==> config.mk <==
export PLATFORM = sky130hd
export DESIGN_NAME = mssd_frame_ctrl
export DESIGN_NICKNAME = d
export VERILOG_FILES = /design/src/rtl/mssd_frame_ctrl.sv
export SDC_FILE = /design/constraint.sdc
export NUM_CORES = 1
export LEC_CHECK = 0
export CAP_MARGIN = 20
export CORE_MARGIN = 2
export CORE_UTILIZATION = 45
export DETAILED_ROUTE_END_ITERATION = 16
export PLACE_DENSITY = 0.78
export RECOVER_POWER = 100
export REMOVE_ABC_BUFFERS = 1
export SLEW_MARGIN = 5
export SYNTH_ARGS = -nofsm -noshare
export SYNTH_HDL_FRONTEND = slang
export SYNTH_SLANG_ARGS = --single-unit
==> constraint.sdc <==
create_clock -name clk -period 3.62 [get_ports clk]
set_input_delay 0.724 -clock clk [delete_from_list [all_inputs] [get_ports clk]]
set_output_delay 0.724 -clock clk [all_outputs]
set_load 0.03 [all_outputs]
==> src/rtl/mssd_frame_ctrl.sv <==
// Frame controller for the push-button serial demux.
// Receives start bit, 2-bit port, 4-bit length N and N data bits, one bit per
// debounced rising edge of clkPB, and routes the data bits to the selected port.
module mssd_frame_ctrl #(
  parameter logic        START_BIT = 1'b0,
  parameter int unsigned DB_CYCLES = 0
) (
  input  logic       clk,
  input  logic       rst,
  input  logic       SerIn,
  input  logic       clkPB,
  output logic [3:0] P,
  output logic       SerOut,
  output logic       SerOut_Valid,
  output logic       done,
  output logic [1:0] port_num,
  output logic [3:0] rem_cnt,
  output logic       busy
);

  localparam logic [2:0] StIdle = 3'd0;
  localparam logic [2:0] StPort = 3'd1;
  localparam logic [2:0] StLen  = 3'd2;
  localparam logic [2:0] StData = 3'd3;
  localparam logic [2:0] StDone = 3'd4;

  // Cycles after reset until the sync/filter pipeline reflects the real clkPB level.
  localparam int unsigned WarmLen = DB_CYCLES + 2;
  localparam int unsigned WarmW   = $clog2(WarmLen + 1);

  logic [1:0]       pb_sync_q;
  logic [1:0]       si_sync_q;
  logic             pb_stable;
  logic             pb_prev_q;
  logic [WarmW-1:0] warm_q;
  logic             pb_tick;
  logic             rx_bit;

  logic [2:0] state_q, state_d;
  logic [1:0] bit_idx_q, bit_idx_d;
  logic [1:0] port_q, port_d;
  logic [3:0] rem_q, rem_d;
  logic [3:0] p_q, p_d;
  logic       serout_q, serout_d;
  logic       valid_q, valid_d;

  // Two-stage synchronizers of equal depth keep the data bit aligned with its clock.
  always_ff @(posedge clk) begin
    if (rst) begin
      pb_sync_q <= 2'b00;
      si_sync_q <= 2'b00;
    end else begin
      pb_sync_q <= {pb_sync_q[0], clkPB};
      si_sync_q <= {si_sync_q[0], SerIn};
    end
  end

  if (DB_CYCLES == 0) begin : g_no_filter
    assign pb_stable = pb_sync_q[1];
  end else begin : g_filter
    localparam int unsigned DbW = (DB_CYCLES > 1) ? $clog2(DB_CYCLES) : 1;
    logic           stable_q;
    logic [DbW-1:0] db_cnt_q;

    // Debounce: adopt the new level only after DB_CYCLES consecutive differing samples.
    always_ff @(posedge clk) begin
      if (rst) begin
        stable_q <= 1'b0;
        db_cnt_q <= '0;
      end else if (pb_sync_q[1] == stable_q) begin
        db_cnt_q <= '0;
      end else if (db_cnt_q == DbW'(DB_CYCLES - 1)) begin
        stable_q <= pb_sync_q[1];
        db_cnt_q <= '0;
      end else begin
        db_cnt_q <= db_cnt_q + DbW'(1);
      end
    end

    assign pb_stable = stable_q;
  end

  // Edge history is pinned high while the pipeline refills, so a button held
  // through reset never looks like a fresh press.
  always_ff @(posedge clk) begin
    if (rst) begin
      warm_q    <= '0;
      pb_prev_q <= 1'b1;
    end else begin
      if (warm_q != WarmW'(WarmLen)) warm_q <= warm_q + WarmW'(1);
      pb_prev_q <= (warm_q == WarmW'(WarmLen)) ? pb_stable : 1'b1;
    end
  end

  assign pb_tick = pb_stable & ~pb_prev_q;
  assign rx_bit  = si_sync_q[1];

  // Frame FSM next-state: every field advance is gated by a bit tick.
  always_comb begin
    state_d   = state_q;
    bit_idx_d = bit_idx_q;
    port_d    = port_q;
    rem_d     = rem_q;
    p_d       = p_q;
    serout_d  = serout_q;
    valid_d   = 1'b0;
    case (state_q)
      StIdle: begin
        if (pb_tick && (rx_bit == START_BIT)) begin
          state_d   = StPort;
          bit_idx_d = 2'd0;
        end
      end
      StPort: begin
        if (pb_tick) begin
          port_d    = {port_q[0], rx_bit};
          bit_idx_d = bit_idx_q + 2'd1;
          if (bit_idx_q == 2'd1) begin
            state_d   = StLen;
            bit_idx_d = 2'd0;
            p_d       = 4'b0001 << port_d;
          end
        end
      end
      StLen: begin
        if (pb_tick) begin
          rem_d     = {rem_q[2:0], rx_bit};
          bit_idx_d = bit_idx_q + 2'd1;
          if (bit_idx_q == 2'd3) begin
            bit_idx_d = 2'd0;
            state_d   = (rem_d == 4'd0) ? StDone : StData;
          end
        end
      end
      StData: begin
        if (pb_tick) begin
          serout_d = rx_bit;
          valid_d  = 1'b1;
          rem_d    = rem_q - 4'd1;
          if (rem_q == 4'd1) state_d = StDone;
        end
      end
      StDone: begin
        // Ticks here are dropped; the frame context is cleared on the way out.
        state_d = StIdle;
        p_d     = 4'b0000;
        port_d  = 2'd0;
        rem_d   = 4'd0;
      end
      default: state_d = StIdle;
    endcase
  end

  // Frame state registers.
  always_ff @(posedge clk) begin
    if (rst) begin
      state_q   <= StIdle;
      bit_idx_q <= 2'd0;
      port_q    <= 2'd0;
      rem_q     <= 4'd0;
      p_q       <= 4'b0000;
      serout_q  <= 1'b0;
      valid_q   <= 1'b0;
    end else begin
      state_q   <= state_d;
      bit_idx_q <= bit_idx_d;
      port_q    <= port_d;
      rem_q     <= rem_d;
      p_q       <= p_d;
      serout_q  <= serout_d;
      valid_q   <= valid_d;
    end
  end

  assign P            = p_q;
  assign SerOut       = serout_q;
  assign SerOut_Valid = valid_q;
  assign done         = (state_q == StDone);
  assign port_num     = port_q;
  assign rem_cnt      = rem_q;
  assign busy         = (state_q != StIdle);

endmodule

* Word level (Yosys, flattened, before mapping)
Cells that the tools add are included.
W data, S select, Z words.
** Cells by class
- Add/subtract/negate cells :: 3
- Equal/unequal tests :: 16
- Shift operators :: 1
- Multiplexer cells :: 24
- Bitwise operators :: 5
- Reduce and logical (&&, ||, !) cells :: 15
** Operator list (number)
- $mux W3 :: 8
- $mux W4 :: 4
- $ne A2 B2 Y1 const B :: 8
- $mux W2 :: 6
- $pmux W3 S4 :: 1
- $pmux W4 S3 :: 1
- $reduce_bool A3 Y1 :: 3
- $pmux W4 S2 :: 1
- $reduce_and A7 Y1 :: 1
- $eq A3 B2 Y1 const B :: 2
- $pmux W2 S3 :: 1
- $reduce_and A3 Y1 :: 2
- $add A2 B1 Y2 const B :: 2
- $eq A2 B2 Y1 const B :: 2
- $eq A4 B1 Y1 const B :: 1
- $logic_not A4 Y1 :: 1
- $not A1 Y1 :: 4
- $pmux W2 S2 :: 1
- $reduce_and A2 Y1 :: 2
- $reduce_and A4 Y1 :: 1
- $reduce_or A2 Y1 :: 2
- $shl A1 B2 Y4 const A :: 1
- $sub A4 B1 Y4 const B :: 1
- $eq A3 B1 Y1 const B :: 1
- 7 further kinds :: 7
** Word-level totals
- Flip-flop bits (word level) :: 24
- Input bits :: 4
- Output and inout bits :: 14
- Word-level logic and storage cells :: 75

* Logic depth before layout (Yosys ltp)
- Depth after elaboration :: 5
- Mapped depth :: 10
- Gate-level depth less buffers :: 7

* Worst setup path before layout
Ideal clock, no wire load.
- Path type :: register to output
- Start point :: register state_q[2]
- End point :: output done
- Arrival :: 1.042 ns
- Required time :: 2.896 ns
- Path slack :: 1.854 ns
- Stages on the path, launching flop included :: 6
- Buffers on the path :: 2
- Cell sequence :: dfxtp_1 buf_4 inv_2 or3_1 buf_6 clkinv_4
** Between the ends
- Cells in the longest elaborated chain, start to end :: 1
** RTL lines
- start: declaration :: line 39 : logic [2:0] state_q, state_d;
- start signal: assignment :: line 157 : state_q <= StIdle;
- start signal: assignment :: line 165 : state_q <= state_d;
- $eq A3 B3 Y1 :: line 178 : assign done = (state_q == StDone);
- end: declaration :: line 15 : output logic done,
Every way passes these cells.

* Final worst setup path
Ends and elaborated chain as after synthesis.

==> summary.txt <==
Timing
  • Worst hold slack: 0.463 ns
  • Setup TNS: 0 ns
  • Final Hold Fails: 0
  • Skew final: 0.00472 ns
  • Setup violations, final: 0
  • Fmax: 337 MHz
  • Worst-Margin Slew: 0.905 ns
  • Crit path time final: 2.97 ns
  • Slew headroom: 38.1%
  • Final period utilization: 82.1%
  • Max Slew Vio Count: 0
  • RSZ-0062 raised after global routing: no

Power and ir drop
  • Pwr dens: 383 nW/um2
  • Design Power: 0.528 mW
  • Leakage: 0.538 nW
  • Peak VDD IR: 0.000305 V

Critical path
  • WP buf/inv: 3
  • R2R Setup Slk: 1.51 ns
  • Critical path type: register to primary output
  • Top Family by Delay on Critical Path: buffers and inverters
  • CP endpoint kind: primary output
  • CP Max Fanout: 9
  • Cell Chain, Critical Path: inv_2 > or3_1 > clkinvlp_2 > dlygate4sd3_1
  • FF-to-FF path depth: 6
  • RR Endpoint: rem_cnt[3]
  • Worst Path Required: 2.90 ns
  • Cell with the biggest individual delay on the critical path: dlygate4sd3_1
  • Startpoint Class: register
  • CP peak stage delay: 0.74 ns
  • WP data arrival: 2.25 ns
  • R2R Path Start: state_q[1]
  • Number of cells on the critical path: 4

Final layout
  • ANT cells: 0
  • Register Area: 480 um2
  • Area of the multi-input gates: 611 um2
  • Area growth syn-to-layout: 16.7%
  • Final non-filler cell total: 179
  • Layout fillers: 248
  • Fin nets: 160
  • Layout cells sized above 1: 4.70%

Floorplan
  • I/O Pins: 18
  • Core Box Area: 2480 um2
  • Die Y: 55.2 um
  • Starting Density: 47.7%
  • Chip width: 55.2 um
  • Die Area: 3050 um2
  • Row Count: 18

Global route
  • Pin count of the biggest net entering global routing: 21
  • Vias in the first global route: 914
  • Antenna violations before repair: 0
  • Overall Global Routing Usage: 16.0%
  • GRT Residual Overflow: 0
  • First-pass GRT wire length: 3950 um

Route
  • Post-route ant nets: 0
  • Vias: 995
  • DRC violations left: 0
  • Vias per inst: 5.56
  • 1st-iter DRT viols: 20
  • First-pass DRT Iterations: 4
  • Routed length per placed instance: 12.3 um
  • Detailed Route WL: 2200 um

Logic synthesis
  • Avg Cell Area, Syn: 8.56 um2
  • Synth async-reset ratio: 0%
  • Yosys reg bits: 24
  • Cells after Synth: 138
  • Top post-synthesis cells by area: dfxtp_1 (41%), ha_1 (6.4%), nor2_1 (6.0%), a21oi_1 (4.2%), nor2b_1 (3.7%)
  • Post-synth top flop: dfxtp_1
  • Synth area leader: dfxtp_1
  • Count leader, synth: dfxtp_1
  • Sequential element share of the synthesized area: 40.7%
  • Synth top area share: 40.7%
  • Post-synth EDFFs: 0
  • Yosys warnings: 0
  • Distinct cells, synth: 38
  • Leading cell types by count after synthesis: dfxtp_1 (24), nor2_1 (19), a21oi_1 (10), nand2_1 (10), nor2b_1 (7)
  • Synthesized area: 1180 um2

Place
  • Buffers on Ports: 17
  • Cells after DPL: 175
  • DP HPWL: 1600 um
  • GP Congestion: 0.734

Clocking
  • CTS Buf Count: 3
  • CTS max path bufs: 2
  • Setup Buffers After CTS: 0
  • Clock sink count: 24
  • CTS resizes: 0
  • CTS H-tree lvls: 1
  • Root Driver: clkbuf_4
  • Clk_lat worst skew: 0.32 ns
  • Cts hold-fix bufs: 0
  • CTS tree: yes
  • Worst-path clk slew: 0.13 ns

Flow run
  • MaxCap Viol Count: 0

Hold path
  • Hold depth: 2
  • Hold path startpoint: P[2]
  • Hold Path End: P[2]
  • HP Class: register to register

Outcome
  • Status: finished, final reports clean
## layout make-up
type                            count  area share (%)
Timing Repair Buffer               17            12.3
Clock inverter                      1            2.18
Clock buffer                        3            1.63
Inverter                            7            2.00
Multi-Input combinational cell     97            44.3
Sequential cell                    24            34.8
Tap cell                           30            2.72
## worst register-to-register path, stage by stage, from the launching register on
cell        delay [ns]
dfxtp_1           0.57
or3_1             0.29
clkinvlp_2        0.15
a31oi_1           0.62
o21ai_0           0.21
o21a_1            0.15
nor2_1            0.07
## metal layers
metal  global-route usage [%]  wire, um  vias up
li1                         -         -      495
met3                     4.92       110        4
met4                     6.27        34        0
met1                     19.0       987      468
met5                        0         0        -
met2                     26.7      1070       28
## layout by cell type, fill, tap and decap left out, types with 2 or more instances in the layout
master and instances:
o21ai_0 3, nor3_1 3, nor2b_1 7, inv_1 5, mux2i_1 4, dlygate4sd3_1 15
ha_1 6, clkbuf_4 3, a2111oi_0 2, nand2_1 10, dfxtp_1 24, or3_1 4
a311oi_1 2, clkdlybuf4s50_1 2, nor2_1 19, nand2b_1 3, or3b_1 2, nand4b_1 2
a21oi_1 10, nor3b_1 3, a31oi_1 5
## cells by family (layout without fill, tap and decap cells)
| logic type | count (synthesis) | after routing | share of synthesized area (%) |
|---|---|---|---|
| xor+xnor | 1 | 1 | 0.742 |
| flops | 24 | 24 | 40.7 |
| simple gates | 60 | 60 | 27.1 |
| mux | 5 | 5 | 4.34 |
| compound gates | 25 | 25 | 13.7 |
| fa+ha+maj | 6 | 6 | 6.36 |
| buf+inv | 17 | 28 | 7.10 |
## worst max path at each step
| stage | startpoint | end | slack [ns] |
|---|---|---|---|
| floorplan | state_q[2] | rem_cnt[0] | 1.79 |
| global placement | state_q[2] | done | 1.13 |
| detailed placement | state_q[2] | done | 1.10 |
| CTS | state_q[2] | done | 0.72 |
| global route | state_q[2] | done | 0.52 |
| finish | state_q[2] | done | 0.65 |
## flip-flops by register name (all words and copies together) (netlist names)
register,count
si_sync_q,2
warm_q,2
state_q,3
bit_idx_q,2
port_num,2
SerOut_Valid,1
rem_cnt,4
P,4
pb_prev_q,1
SerOut,1
pb_sync_q,2
## power by group
group          switching [mW]  leakage (nW)  internal [mW]
Clock                  0.0793        0.0279          0.112
Combinational          0.0267         0.315         0.0227
Sequential            0.00784         0.195          0.279
Total                   0.114         0.538          0.414
## metrics by stage
step / utilization, % / cell area [um2] / setup WS [ns]
floorplan: - / 1130 / 1.79
global placement: 53.9 / 1340 / 1.13
detailed placement: 53.9 / 1340 / 1.10
CTS: 56.1 / 1390 / 0.723
global route: 55.7 / 1380 / 0.517
finish: 55.7 / 1380 / 0.650
No activity file was read; power rests on OpenSTA's default activity.
